File: config.mk
export PLATFORM = sky130hd
export DESIGN_NAME = wb_write_queue
export DESIGN_NICKNAME = d
export VERILOG_FILES = /design/src/rtl/wb_write_queue.sv
export SDC_FILE = /design/constraint.sdc
export NUM_CORES = 1
export LEC_CHECK = 0
export CORE_ASPECT_RATIO = 0.75
export CORE_UTILIZATION = 30
export CTS_CLUSTER_DIAMETER = 80
export DETAILED_ROUTE_END_ITERATION = 6
export SLEW_MARGIN = 15
export SYNTH_ARGS = -nofsm -noshare
export SYNTH_HDL_FRONTEND = slang
export SYNTH_SLANG_ARGS = --single-unit
export TNS_END_PERCENT = 100
File: constraint.sdc
create_clock -name clk -period 7.55 [get_ports clk]
set_clock_uncertainty 0.1 [all_clocks]
set_input_delay 1.51 -clock clk [delete_from_list [all_inputs] [get_ports clk]]
set_output_delay 1.51 -clock clk [all_outputs]
set_load 0.005 [all_outputs]
File: src/rtl/wb_write_queue.sv
// Writeback queue: buffers register-file write requests in a small FIFO, drains one per cycle
// onto the single write port, and forwards pending values to three operand lookup ports.
module wb_write_queue #(
  parameter int DATA_WIDTH = 16,
  parameter int ADDR_WIDTH = 5,
  parameter int DEPTH      = 4,
  parameter int CNT_W      = $clog2(DEPTH) + 1
) (
  input  logic                  clk,
  input  logic                  rst,
  input  logic                  in_valid,
  output logic                  in_ready,
  input  logic [ADDR_WIDTH-1:0] in_addr,
  input  logic [DATA_WIDTH-1:0] in_data,
  input  logic                  hold,
  output logic                  wr_en,
  output logic [ADDR_WIDTH-1:0] wr_addr,
  output logic [DATA_WIDTH-1:0] wr_data,
  input  logic [ADDR_WIDTH-1:0] lk_addr_1,
  input  logic [ADDR_WIDTH-1:0] lk_addr_2,
  input  logic [ADDR_WIDTH-1:0] lk_addr_3,
  output logic                  lk_hit_1,
  output logic                  lk_hit_2,
  output logic                  lk_hit_3,
  output logic [DATA_WIDTH-1:0] lk_data_1,
  output logic [DATA_WIDTH-1:0] lk_data_2,
  output logic [DATA_WIDTH-1:0] lk_data_3,
  output logic [CNT_W-1:0]      count,
  output logic                  empty
);

  localparam int PTR_W = $clog2(DEPTH);

  logic [ADDR_WIDTH-1:0] addr_r [DEPTH];
  logic [DATA_WIDTH-1:0] data_r [DEPTH];
  logic [PTR_W-1:0]      wr_ptr_r;
  logic [PTR_W-1:0]      rd_ptr_r;
  logic [CNT_W-1:0]      count_r;
  logic                  push_s;
  logic                  pop_s;
  logic [ADDR_WIDTH-1:0] lk_addr_s [3];
  logic                  lk_hit_s  [3];
  logic [DATA_WIDTH-1:0] lk_data_s [3];

  assign count    = count_r;
  assign empty    = (count_r == CNT_W'(0));
  // Ready ignores a same-cycle pop so the accept decision never depends on hold.
  assign in_ready = (count_r != CNT_W'(DEPTH));
  assign wr_en    = !empty && !hold;
  assign push_s   = in_valid && in_ready;
  assign pop_s    = wr_en;
  assign wr_addr  = empty ? {ADDR_WIDTH{1'b0}} : addr_r[rd_ptr_r];
  assign wr_data  = empty ? {DATA_WIDTH{1'b0}} : data_r[rd_ptr_r];

  assign lk_addr_s[0] = lk_addr_1;
  assign lk_addr_s[1] = lk_addr_2;
  assign lk_addr_s[2] = lk_addr_3;
  assign lk_hit_1  = lk_hit_s[0];
  assign lk_hit_2  = lk_hit_s[1];
  assign lk_hit_3  = lk_hit_s[2];
  assign lk_data_1 = lk_data_s[0];
  assign lk_data_2 = lk_data_s[1];
  assign lk_data_3 = lk_data_s[2];

  // Entry storage, pointers and occupancy.
  always_ff @(posedge clk or posedge rst) begin
    if (rst) begin
      for (int i = 0; i < DEPTH; i++) begin
        addr_r[i] <= {ADDR_WIDTH{1'b0}};
        data_r[i] <= {DATA_WIDTH{1'b0}};
      end
      wr_ptr_r <= {PTR_W{1'b0}};
      rd_ptr_r <= {PTR_W{1'b0}};
      count_r  <= {CNT_W{1'b0}};
    end else begin
      if (push_s) begin
        addr_r[wr_ptr_r] <= in_addr;
        data_r[wr_ptr_r] <= in_data;
        wr_ptr_r         <= wr_ptr_r + PTR_W'(1);
      end
      if (pop_s) begin
        rd_ptr_r <= rd_ptr_r + PTR_W'(1);
      end
      case ({push_s, pop_s})
        2'b10:   count_r <= count_r + CNT_W'(1);
        2'b01:   count_r <= count_r - CNT_W'(1);
        default: count_r <= count_r;
      endcase
    end
  end

  // Forwarding: walk oldest to youngest so the youngest match wins.
  always_comb begin : lookup
    logic [PTR_W-1:0] idx;
    logic             match;
    for (int p = 0; p < 3; p++) begin
      lk_hit_s[p]  = 1'b0;
      lk_data_s[p] = {DATA_WIDTH{1'b0}};
      for (int k = 0; k < DEPTH; k++) begin
        idx          = rd_ptr_r + PTR_W'(k);
        match        = (CNT_W'(k) < count_r) && (addr_r[idx] == lk_addr_s[p]);
        lk_hit_s[p]  = lk_hit_s[p] | match;
        lk_data_s[p] = match ? data_r[idx] : lk_data_s[p];
      end
    end
  end

endmodule
---- Word level (Yosys, flattened, before mapping) ----
Index checks and enable logic that the tools add are counted.
cells by class
  equality and inequality tests ........... 15
  reduce and logical (&&, ||, !) cells .... 19
  multiplexer cells ....................... 45
  bitwise operators ....................... 14
  $add $sub $neg .......................... 6
  magnitude comparators ................... 10
operator list
  kind                                                  number
  two-way mux 16 bit                                    22
  binary-select mux 16 bit (select 2 bit)               4
  bitwise mux 64 bit                                    1
  equality test 5 bit                                   12
  two-way mux 5 bit                                     10
  binary-select mux 5 bit (select 2 bit)                4
  demux 16 bit (select 2 bit)                           1
  bitwise mux 20 bit                                    1
  >= comparator 3 bit (second input constant)           5
  logical AND 1 bit                                     15
  NOT 2 -> 3 bit                                        5
  demux 5 bit (select 2 bit)                            1
  OR 1 bit                                              9
  < comparator 1 x 3 -> 1 bit (first input constant)    2
  < comparator 2 x 3 -> 1 bit (first input constant)    2
  case mux 3 bit (2 select lines)                       1
  adder 2 x 1 -> 2 bit (second input constant)          2
  adder 2 bit (second input constant)                   2
  adder 3 x 1 -> 3 bit (second input constant)          1
  zero test 3 bit                                       1
  < comparator 3 x 1 -> 1 bit (second input constant)   1
  != test 3 bit (second input constant)                 1
  subtractor 3 x 1 -> 3 bit (second input constant)     1
  equality test 2 x 1 -> 1 bit (second input constant)  1
  3 further kinds                                       4
storage, ports and cells
  bits in registers ....................... 91
  word-level logic and storage cells ...... 120
  output and inout port bits .............. 78
  input port bits ......................... 40

---- Logic depth before layout (Yosys ltp) ----
Gate-level depths: netlist of the first run.
  depth in word-level cells ............... 10
  depth in mapped cells ................... 12
  mapped depth without buffers ............ 9

---- Worst setup path before layout of the first run ----
No wires, ideal clock.
  path type ............................... input to output
  from .................................... input lk_addr_3[1]
  to ...................................... output lk_data_3[3]
  stages on the path ...................... 9
  data arrival time ....................... 3.176 ns
  buffers on the path ..................... 3
  setup slack ............................. 2.764 ns
  cell sequence ........................... clkbuf_1 -> nor2b_1 -> mux2_2 -> and4_1 -> o211ai_2 -> buf_6 -> buf_2 -> o21ai_0 -> a221oi_1
between the ends
  word-level cells in the longest chain between the ends .. 6
  elaborated cells between the ends (all ways) .. 12
  classes of those cells .................. eq/ne (4); mux (4); reduce/logical (4)
RTL lines
  element                          RTL line  source
  from (decl)                      21        input logic [ADDR_WIDTH-1:0] lk_addr_3,
  equality test 5 bit              101       match = (CNT_W'(k) < count_r) && (addr_r[idx] == lk_addr_s[p]);
  logical AND 1 bit                101
  two-way mux 16 bit (3 in a row)  103       lk_data_s[p] = match ? data_r[idx] : lk_data_s[p];
  two-way mux 16 bit (*)           103
  to (decl)                        27        output logic [DATA_WIDTH-1:0] lk_data_3,
Mark *: on every way between the ends. The rest lies on a longest branch, timed or not.

---- Worst setup path in the final report of the first run ----
  from .................................... input lk_addr_3[2]
  to ...................................... output lk_data_3[1]
The elaborated chain is that of the path after synthesis.

==> results of run 1 <==
[per-layer routing]
layer / up-vias / part of all wire (%)
met5: - / 0.048
met4: 2 / 1.4
met3: 22 / 8.9
met2: 290 / 40
met1: 3490 / 50
li1: 3344 / -
[worst max-delay path, delay by kind of cell]
kind	cells	cell delay (ps)
AND/OR/NAND/NOR	1	110
XOR/XNOR	1	390
AO/OA/AOI/OAI	3	1440
multiplexers	1	140
buffers and inverters	2	1120
[cells by family (layout without fill, tap and decap cells)]
family,count (synthesis),count (layout)
compound gates,175,175
xor+xnor,73,73
fa+ha+maj,9,9
buf+inv,90,168
flops,91,91
mux,238,238
other cells,0,1
simple gates,207,207
[through the flow]
| step | area (um2) | util, % | setup WS (ps) | cells | hold WS, ps |
|---|---|---|---|---|---|
| floorplan | 8396 | - | 2764 | 883 | 388.4 |
| global placement | 9786 | 35.90 | 1323 | 1296 | 400.4 |
| detailed placement | 9786 | 35.90 | 1249 | 1296 | 410.2 |
| CTS | 10070 | 36.93 | 1243 | 1312 | 427.2 |
| global route | 10070 | 36.93 | 1072 | 1312 | 445.1 |
| finish | 10070 | 36.94 | 1226 | 1313 | 426.2 |
[registers in the layout, indices dropped and copies added (netlist names)]
name,count
addr_r,20
count,3
data_r,64
rd_ptr_r,2
wr_ptr_r,2
[power by group]
group	switching (mW)	internal, mW	total [mW]
clock network	0.205	0.229	0.434
registers	0.358	0.744	1.10
logic	1.96	1.86	3.82
total	2.52	2.84	5.36
[final cells by class]
| type | instances | area share (%) |
|---|---|---|
| clock inverter | 7 | 0.5591 |
| timing repair buffer | 136 | 13.05 |
| tap | 351 | 4.361 |
| inverter | 16 | 0.6088 |
| sequential | 91 | 22.69 |
| antenna | 1 | 0.02485 |
| clock buffer | 9 | 2.237 |
| multi-input combinational | 702 | 56.47 |
[final timing paths]
kind	startpoint	endpoint	depth (start not counted)	slack, ps
max	lk_addr_3[2]	lk_data_3[1]	8	1230
min	data_r[43]	data_r[43]	1	430
max reg2reg	count[0]	count[2]	9	5110
min reg2reg	data_r[43]	data_r[43]	1	430
max in group asynchronous	rst	rd_ptr_r[1]	3	4720
min in group asynchronous	rst	wr_ptr_r[1]	2	1320
[cell usage after synthesis, types with 16 or more instances]
cell	number	area (um2)
mux2_2	128	1441
dfrtp_1	91	2277
mux2i_1	88	880.8
nand2_1	53	198.9
xnor2_1	53	464.2
o21ai_0	48	240.2
a21oi_1	41	205.2
nor3_1	39	195.2
clkbuf_1	34	127.6
nor2b_1	34	212.7
nor2_1	33	123.9
xor2_1	20	175.2
buf_2	19	95.09
a31oi_1	16	100.1
[layout by cell type (no fill, tap or decap), types with 33 or more instances in the layout]
cell type and instances:
dfrtp_1 89, a21oi_1 41, mux2_2 128, xnor2_1 53
nor2b_1 33, nor3_1 39, clkdlybuf4s50_1 117, o21ai_0 48
nand2_1 53, mux2i_1 88
==> qor.yml, run 1 <==
status:
  outcome: "finished, final reports clean"
global_routing:
  grt_pass1_wl_um: 40760
  grt_use_met1_pct: 28.90
  met2_usage_pct: 25.37
  grt_use_met3_pct: 4.890
  top_usage_layer: "met1"
  grt_overflow: 0
  grt_max_degree: 78
  antenna_found_initial: 3
  grt_pass1_vias: 6568
  grt_usage_pct: 18.70
synthesis:
  ys_types: 60
  yosys.area_share.adder_pct: 1.341
  seq_area_frac_synth_pct: 27.12
  async_reset_ff_share_pct: 100.0
  syn-num-nets: 932
  syn_area_per_cell_um2: 9.508
  yosys.area_share.simple_pct: 12.77
  synth_top_family_by_area: "multiplexers"
  synthCells: 883
  synth_area_um2: 8396
  synth_warnings: 0
  synth_edf_count: 0
  synth_compound_area_share_pct: 13.04
  ys_seq_elements: 91
  ys.flop_type: "dfrtp_1"
  synthMuxAreaShare_pct: 32.80
  synthXorXnorAreaFrac_pct: 7.615
routing:
  ant_nets: 0
  routedWlPerCell_um: 20.48
  drcViolationCount: 0
  drt-initial-drc-count: 618
  vias: 7148
  wirelength_um: 26890
  dr.pass1.iters: 5
  vias_per_cell: 5.444
setup_path:
  startpoint_type: "input pin"
  crit_type: "in2out"
  cp_max_fo: 18
  worst_path_max_delay_cell: "o2111ai_2"
  crit_top_cell: "clkdlybuf4s50_1"
  worstPathRequired_ps: 5940
  path_cells: "clkdlybuf4s50_1 > xnor2_1 > nor3_1 > o2111ai_2 > a21bo_2 > o22a_1 > mux2i_1 > clkdlybuf4s50_1"
  critPathCaptureType: "output port"
  max_stage_delay_ps: 760
  arrival_ps: 4710
clock_tree:
  clock_path_buffers: 2
  cts_buffers: 9
  cts_tree: "built"
  postCtsSetupRepairBufs: 0
  insertion_delay_ps: 350
  cts_root_buffer: "clkbuf_16"
  hold_buffers: 0
  clock-sinks: 91
  clk_pin_slew_worst_paths_ps: 70
  ctsResizeCount: 0
  cts_htree_levels: 3
sta:
  rsz0062_at_grt: "false"
  layout_worst_path_cycle_share_pct: 83.77
  slew_headroom_pct: 35.25
  maxSlewViolCount: 0
  min_period_ps: 6324
  tightest_slew_ps: 971.2
  finalHoldViolCount: 0
  tns_ps: 0
  fmax_mhz: 158.1
  setup_viol: 0
place:
  dp_hpwl_um: 20210
  gp_congestion: 0.9375
  io_buffers: 117
floorplanning:
  rows: 52
  die-area_um2: 28660
  num_io_pins: 118
  coreArea_um2: 27260
  initial_core_util_pct: 30.80
  die_w_um: 195.2
  die_h_um: 146.9
pwr:
  power_leakage_nw: 4.138
  peakVddDrop_v: 0.0001743
  power.density_nw_per_um2: 531.8
  post-layout-total-power_mw: 5.355
finish:
  fin_nets: 1005
  ff_latch_area_um2: 2285
  fillers: 2731
  drive_gt1_share_pct: 21.33
  multi_input_area_um2: 5687
  area_growth_pct: 19.94
hold_path:
  hp-class: "reg2reg"
flow_run:
  maxCapViolations: 0
No activity file was read; power rests on OpenSTA's default activity.
==> inputs of run 2 (changes only) <==
==> constraint.sdc (replaced) <==
create_clock -name clk -period 5.73 [get_ports clk]
set_clock_uncertainty 0.1 [all_clocks]
set_input_delay 1.146 -clock clk [delete_from_list [all_inputs] [get_ports clk]]
set_output_delay 1.146 -clock clk [all_outputs]
set_load 0.005 [all_outputs]
==> qor.yml, run 2 (synthesis results as in run 1) <==
sta:
  tightest_slew_ps: 1053
  min_period_ps: 5283
  fmax_mhz: 189.3
  maxSlewViolCount: 0
  slew_headroom_pct: 29.79
  tns_ps: 0
  finalHoldViolCount: 0
  layout_worst_path_cycle_share_pct: 92.20
  rsz0062_at_grt: "false"
  setup_viol: 0
  hold_ws_ps: 425.6
finish:
  area_growth_pct: 21.33
  fin_nets: 1016
  most-common-layout-cells: "mux2_2 (128), clkdlybuf4s50_1 (117), dfrtp_1 (89), mux2i_1 (88)"
  largest_reg_flops: 64
  final_common_cell: "mux2_2"
  drive_gt1_share_pct: 22.22
  top_register: "data_r"
global_routing:
  grt_pass1_wl_um: 42170
  grt_pass1_vias: 6844
  grt_max_degree: 62
  grt_usage_pct: 19.36
  grt_overflow: 0
  antenna_found_initial: 4
clock_tree:
  clock_path_buffers: 2
  clk_pin_slew_worst_paths_ps: 70
  cts_buffers: 9
  cts_htree_levels: 3
  postCtsSetupRepairBufs: 0
  insertion_delay_ps: 350
  cts_tree: "built"
  hold_buffers: 0
  ctsResizeCount: 0
  clock-sinks: 91
  cts_root_buffer: "clkbuf_16"
floorplanning:
  rows: 52
  die_h_um: 146.9
  initial_core_util_pct: 30.80
  die-area_um2: 28660
  coreArea_um2: 27260
  die_w_um: 195.2
  num_io_pins: 118
setup_path:
  cp_max_fo: 8
  startpoint_type: "input pin"
  worstPathRequired_ps: 4480
  crit_type: "in2out"
  critPathCaptureType: "output port"
  arrival_ps: 4040
pwr:
  power_leakage_nw: 4.195
  peakVddDrop_v: 0.0001981
  power.density_nw_per_um2: 704.2
routing:
  vias: 7088
  dr.pass1.iters: 5
  vias_per_cell: 5.345
  drt-initial-drc-count: 601
  wirelength_um: 27310
  drcViolationCount: 0
  ant_nets: 0
  routedWlPerCell_um: 20.59
status:
  outcome: "finished, final reports clean"
place:
  dp_hpwl_um: 20990
  gp_congestion: 0.9373
  io_buffers: 117
flow_run:
  maxCapViolations: 0
hold_path:
  hp-class: "reg2reg"
-- run 2: path summary, 6_finish.rpt --
kind | from | endpoint | slack, ps | cells past startpoint
max | lk_addr_3[2] | lk_data_3[6] | 450 | 8
min | data_r[14] | data_r[14] | 430 | 1
max reg2reg | count[0] | count[2] | 3290 | 9
min reg2reg | data_r[14] | data_r[14] | 430 | 1
max in group asynchronous | rst | data_r[19] | 3240 | 3
min in group asynchronous | rst | wr_ptr_r[1] | 1230 | 2
-- run 2: stage by stage --
stage | power, mW | std cells | utilization [%] | area [um2] | worst slack [ps]
2_1_floorplan | 4.681 | 883 | - | 8396 | 1672
3_3_place_gp | 6.450 | 1307 | 36.24 | 9881 | 513.4
3_5_place_dp | 6.497 | 1307 | 36.24 | 9881 | 479.5
4_1_cts | 7.119 | 1323 | 37.34 | 10180 | 464.2
5_1_grt | 7.679 | 1323 | 37.34 | 10180 | 269.6
6_report | 7.173 | 1326 | 37.36 | 10190 | 446.8
-- run 2: power by group --
part	leakage (nW)	switching, mW	total [mW]	internal, mW
clock	0.142	0.291	0.598	0.307
combinational	2.98	2.65	5.13	2.49
sequential	1.08	0.462	1.44	0.980
total	4.20	3.40	7.17	3.77
-- run 2: layer usage --
| layer | share of wire (%) | global-route usage [%] | up-vias |
|---|---|---|---|
| met2 | 39 | 26.29 | 274 |
| li1 | - | - | 3377 |
| met1 | 50 | 29.29 | 3412 |
| met3 | 9.4 | 5.349 | 23 |
| met4 | 1.6 | 5.472 | 2 |
| met5 | 0.048 | 0 | - |
-- run 2: layout make-up --
type                            instances  area, um2
Clock inverter                          7      72.57
Tap cell                              351      439.2
Sequential cell                        91       2285
Antenna cell                            3      7.507
Multi-Input combinational cell        702       5687
Clock buffer                            9      225.2
Timing Repair Buffer                  147       1409
Fill cell                            2730      17080
Inverter                               16      61.31
-- run 2: worst max-delay path, stage by stage --
cell and delay [ps]:
clkdlybuf4s50_1 670, xnor2_1 160, nor4_1 310, a22oi_1 140
nor2_2 350, mux2_2 390, a31oi_1 300, clkdlybuf4s50_1 570
